$ cat config.mk
export PLATFORM = sky130hd
export DESIGN_NAME = seq_divider
export DESIGN_NICKNAME = d
export VERILOG_FILES = /design/src/rtl/seq_divider_pkg.sv /design/src/rtl/div_step.sv /design/src/rtl/seq_divider.sv
export SDC_FILE = /design/constraint.sdc
export NUM_CORES = 1
export LEC_CHECK = 0
export ABC_AREA = 1
export CORE_MARGIN = 4
export CORE_UTILIZATION = 46
export DETAILED_ROUTE_END_ITERATION = 10
export PLACE_DENSITY = 0.74
export SKIP_CTS_REPAIR_TIMING = 1
export SLEW_MARGIN = 20
export SYNTH_ARGS = -nofsm -noshare
export SYNTH_HDL_FRONTEND = slang
export SYNTH_SLANG_ARGS = --single-unit
$ cat constraint.sdc
create_clock -name clk -period 1.63 [get_ports clk]
set_clock_uncertainty 0.15 [all_clocks]
set_input_delay 0.2445 -clock clk [delete_from_list [all_inputs] [get_ports clk]]
set_output_delay 0.2445 -clock clk [all_outputs]
set_load 0.01 [all_outputs]
$ cat src/rtl/seq_divider_pkg.sv
// Shared definitions for the sequential divider: FSM encoding and default widths
// (the default widths are also the ones the mul4x4 round-trip bench uses).
package seq_divider_pkg;

  localparam int unsigned DIV_DW = 8;
  localparam int unsigned DIV_VW = 4;

  typedef enum logic [1:0] {
    StIdle = 2'd0,
    StRun  = 2'd1,
    StDone = 2'd2
  } div_state_e;

endpackage

$ cat src/rtl/div_step.sv
// One combinational restoring-division step: shift in the next dividend bit,
// then subtract the divisor if the result stays non-negative.
module div_step #(
  parameter int unsigned VW = 4
) (
  input  logic [VW-1:0] i_r,
  input  logic          i_q_msb,
  input  logic [VW-1:0] i_d,
  output logic [VW-1:0] o_r,
  output logic          o_qbit
);

  logic [VW:0] w_t;
  logic [VW:0] w_diff;
  logic [VW:0] w_res;
  logic        w_unused_msb;

  // The trial value is one bit wider than the divisor, so the compare cannot overflow.
  assign w_t          = {i_r, i_q_msb};
  assign w_diff       = w_t - {1'b0, i_d};
  assign o_qbit       = (w_t >= {1'b0, i_d});
  assign w_res        = o_qbit ? w_diff : w_t;
  // The restored partial remainder is always below 2^VW, so the top bit is always zero.
  assign o_r          = w_res[VW-1:0];
  assign w_unused_msb = w_res[VW];

endmodule

$ cat src/rtl/seq_divider.sv
// Multi-cycle unsigned restoring divider with a start/busy/done handshake;
// one quotient bit per clock, DW clocks per division.
module seq_divider
  import seq_divider_pkg::*;
#(
  parameter int unsigned DW = DIV_DW,
  parameter int unsigned VW = DIV_VW
) (
  input  logic          clk,
  input  logic          rst_n,
  input  logic          start,
  input  logic [DW-1:0] dividend,
  input  logic [VW-1:0] divisor,
  output logic          busy,
  output logic          done,
  output logic [DW-1:0] quotient,
  output logic [VW-1:0] remainder,
  output logic          div_by_zero
);

  localparam int unsigned CW = (DW > 1) ? $clog2(DW) : 1;

  div_state_e    r_state;
  div_state_e    w_state_d;
  logic [DW-1:0] r_q;
  logic [VW-1:0] r_d;
  logic [VW-1:0] r_r;
  logic [CW-1:0] r_cnt;
  logic          r_dz;
  logic [DW-1:0] r_quot;
  logic [VW-1:0] r_rem;
  logic          r_dz_out;
  logic [VW-1:0] w_r_next;
  logic          w_qbit;
  logic [DW-1:0] w_q_next;
  logic          w_accept;
  logic          w_last;

  div_step #(
    .VW(VW)
  ) u_step (
    .i_r    (r_r),
    .i_q_msb(r_q[DW-1]),
    .i_d    (r_d),
    .o_r    (w_r_next),
    .o_qbit (w_qbit)
  );

  assign w_q_next = {r_q[DW-2:0], w_qbit};
  assign w_accept = start && (r_state != StRun);
  assign w_last   = (r_state == StRun) && (r_cnt == '0);

  always_comb begin
    w_state_d = r_state;
    unique case (r_state)
      StIdle, StDone: w_state_d = start ? StRun : StIdle;
      StRun:          w_state_d = (r_cnt == '0) ? StDone : StRun;
      default:        w_state_d = StIdle;
    endcase
  end

  always_ff @(posedge clk or negedge rst_n) begin
    if (!rst_n) begin
      r_state  <= StIdle;
      r_q      <= '0;
      r_d      <= '0;
      r_r      <= '0;
      r_cnt    <= '0;
      r_dz     <= 1'b0;
      r_quot   <= '0;
      r_rem    <= '0;
      r_dz_out <= 1'b0;
    end else begin
      r_state <= w_state_d;
      if (w_accept) begin
        r_q   <= dividend;
        r_d   <= divisor;
        r_r   <= '0;
        r_cnt <= CW'(DW - 1);
        r_dz  <= (divisor == '0);
      end else if (r_state == StRun) begin
        r_q   <= w_q_next;
        r_r   <= w_r_next;
        r_cnt <= r_cnt - 1'b1;
      end
      // Divide-by-zero overrides whatever the iterations produced.
      if (w_last) begin
        r_quot   <= r_dz ? '1 : w_q_next;
        r_rem    <= r_dz ? '0 : w_r_next;
        r_dz_out <= r_dz;
      end
    end
  end

  assign busy        = (r_state == StRun);
  assign done        = (r_state == StDone);
  assign quotient    = r_quot;
  assign remainder   = r_rem;
  assign div_by_zero = r_dz_out;

endmodule

==> results.md <==
- Worst-skew pair later-pin latency: 0.33 ns
- Synthesized Nets: 200
- Crit-path max cell delay: around 0.46 ns
- Final Max Slew Viols: 0
- CTS sink count: 35
- Distinct cells, synth: 24
- GRT Util Overall: 18.1%
- Sequential power share: roughly 30%
- Final setup viols: 9
- Pre-CTS WS: -0.0630 ns
- I/O pin cnt: 30
- Die area: about 0.0047 mm^2
- Placed cells: about 260
- Total Wirelength: approximately 4100 um
- Register area: 877 um^2
- Psw: approximately 2.3 mW
- Worst Setup Slack, final: -0.0545 ns
- Clk root buf: clkbuf_4
- Syn Area/Cell: ~9.4 um^2
- WP data arrival: around 1.8 ns
- First-pass GRT wire length: 6160 um
- Clk pwr share: approximately 8.5%
- Final non-filler cell total: between 200 and 300
- Die width: roughly 68 um
- GP Congestion: 0.928
- Area Overhead vs Synth: 40.6%
- Cell mode on critical path: nand2_2
- Headroom to the max-slew limit: around three quarters
- Slew of the pin with the lowest slew margin: 0.404 ns
- Status: finished with violations
- Max-cap violations: 0
- CTS Buffer Depth: 2
- Net Sw Frac: between 40% and 50%
- Row cnt: 21
- Crit. End Element: flip-flop
- RSZ-0062 raised after global routing: true
- VDD IR max: between 0.001 and 0.0015 V
- CTS buffer count: 5
- Yosys warnings: 0
- Die height: 68.2 um
- Netlist Area Pre-Place: about 0.0017 mm^2
- WS Path Type: reg2reg
- TritonRoute pass-1 iters: 4
- FF-to-FF path depth: 10
- Vias in the first global route: between 1,000 and 1,500
- Critical path's top delay family: simple AND/OR/NAND/NOR gates
- Multi-input gate area: 781 um^2
- Pwr dens: around 2200 mW/mm^2
- Maximum fanout along the worst path: 6
- Slowest CP cell: dfrtp_2
- Final Hold Fails: 0
- CP bufs+invs: 1
- Fmax: just under 0.6 GHz
- Part of the Yosys area used for sequential elements: 52.5%
- Failing checks: setup timing
- DRT iter0 DRCs: 67
- Comb pwr share: just over 60%
- Total power: about 5.2 mW
- Filler cells: around 270
- Crit-path cells: ha_4 > nand2_2 > inv_2 > nand2_2 > nand2_2 > nand2_4 > nand2_4 > nand2_2 > nand3_1 > nand2_1
- Port Buffers: 29
- N_diodes: 0
- Core footprint: 0.00342 mm^2
- Worst-path clk slew: about 0.10 ns
- P_int: 2.89 mW
- Minimum clock period: about 1.7 ns
- DR vias: between 1,000 and 1,500
- CP Depth: 10
- Final-stage net count: 248
- Lkg Pwr: approximately 1.2 nW
- HPWL after DPL: around 2700 um
- Drt wl/cell: approximately 15 um
- Initial Util: between 40% and 50%
- Final ANT Viol Nets: 0
- Synthesis-stage register bit count: 35
- Post-Synthesis Cells: 178
- DRC violations left: 0
- Critical path required time: around 1.7 ns
- Largest net degree at the start of global routing: 36
- Total gr overflow: 0
- H-tree depth: 2
- Critical Path Start Type: flip-flop
- Initial antenna violation count: 0
- HP Class: in2async
- Share of cells above drive strength 1: between 20% and 30%
- Period Utilization, post-route: 103%
- Drt via density: ~5.2
- CTS tree: built
[cells in the final DEF (no fill, tap or decap), types with 7 or more instances in the layout]
cell	synthesis	final
nand2_1	44	35
o221ai_1	7	7
a2bb2oi_1	7	7
nand2_2	4	9
clkdlybuf4s50_1	0	14
inv_2	2	8
buf_4	1	14
dfrtp_1	35	34
inv_1	32	26
nand3_1	15	11
dlymetal6s2s_1	0	14
[metrics by stage]
| step | instance area [um^2] | hold slack (ns) | util (%) | setup TNS, ns |
|---|---|---|---|---|
| 2_1_floorplan | 1670 | -0.201 | - | 0 |
| 3_3_place_gp | 2050 | 0.317 | 60.1 | -0.0000108 |
| 3_5_place_dp | 2050 | 0.316 | 60.1 | -0.460 |
| 4_1_cts | 2100 | 0.118 | 61.5 | -1.20 |
| 5_1_grt | 2350 | 0.123 | 68.7 | -0.941 |
| 6_report | 2350 | 0.122 | 68.7 | -0.214 |
[synthesized netlist by cell type]
cell       instances  area share (%)
a21oi_1            1            0.30
o21ai_0            6             1.8
o21ai_1            1            0.30
clkinv_4           1            0.52
nand2_1           44             9.9
inv_1             32             7.2
a21oi_2            1            0.52
nand3_1           15             4.5
nand4_1            1            0.38
nand2_4            2             1.3
buf_6              2             1.3
o22ai_1            1            0.38
a2bb2oi_1          7             3.7
nor2_1             5             1.1
dfrtp_1           35              52
inv_2              2            0.45
fa_1               1             1.2
nor2_8             1             1.2
o211ai_2           1            0.75
ha_1               6             4.5
nand2_2            4             1.5
o221ai_1           7             3.7
buf_4              1            0.45
xnor2_1            1            0.52
[per-layer routing]
| layer | part of all wire [%] | GRT usage [%] |
|---|---|---|
| met5 | 0 | 0 |
| met4 | 2.0 | 6.70 |
| met3 | 3.8 | 5.58 |
| met2 | 53 | 30.9 |
| met1 | 41 | 21.2 |
[registers in the layout (all words and copies together) (netlist names)]
name and count:
r_cnt 3, r_state 2, r_r 4, remainder 4
r_dz 1, r_d 4, quotient 8, div_by_zero 1
r_q 8
[cells by family (layout without fill, tap and decap cells)]
kind of cell               after synthesis  in the layout  share of synthesized area (%)
buffers and inverters                   38             87                           9.97
adders and majority gates                7              7                           5.70
and+or+nand+nor                         72             72                           19.9
DFF                                     35             35                           52.5
AOI/OAI and AO/OA                       25             25                           11.4
xor gates and xnor gates                 1              1                          0.525
[power by group through the flow]
stage	Combinational [mW]	Clock (mW)	Sequential (mW)
2_1_floorplan	1.52	0	1.54
3_3_place_gp	2.25	0	1.50
3_5_place_dp	2.38	0	1.52
4_1_cts	2.39	0.453	1.50
5_1_grt	3.52	0.500	1.56
6_report	3.21	0.441	1.52
[area by class of cell]
type                       instances  share of cell area, %
multi-input combinational        105                   33.3
timing repair buffer              44                   19.0
clock inverter                     1                  0.213
clock buffer                       7                   1.92
tap                               46                   2.45
sequential                        35                   37.4
inverter                          35                   5.81
[worst reg2reg max path: stages, from the launching register on]
cell     delay, ns
dfrtp_2       0.46
ha_4          0.29
nand2_2       0.05
inv_2         0.05
nand2_2       0.05
nand2_2       0.08
nand2_4       0.09
nand2_4       0.14
nand2_2       0.08
nand3_1       0.09
nand2_1       0.05
[path summary, 6_finish.rpt]
path,slack (ns),endpoint,from
setup / recovery,-0.05,remainder[0],r_r[0]
hold / removal,0.12,r_q[1],rst_n
setup reg to reg,-0.05,remainder[0],r_r[0]
hold reg to reg,0.33,remainder[3],remainder[3]
max in group asynchronous,1.03,r_r[0],rst_n
min in group clk,0.33,remainder[3],remainder[3]
No activity file was read; power rests on OpenSTA's default activity.
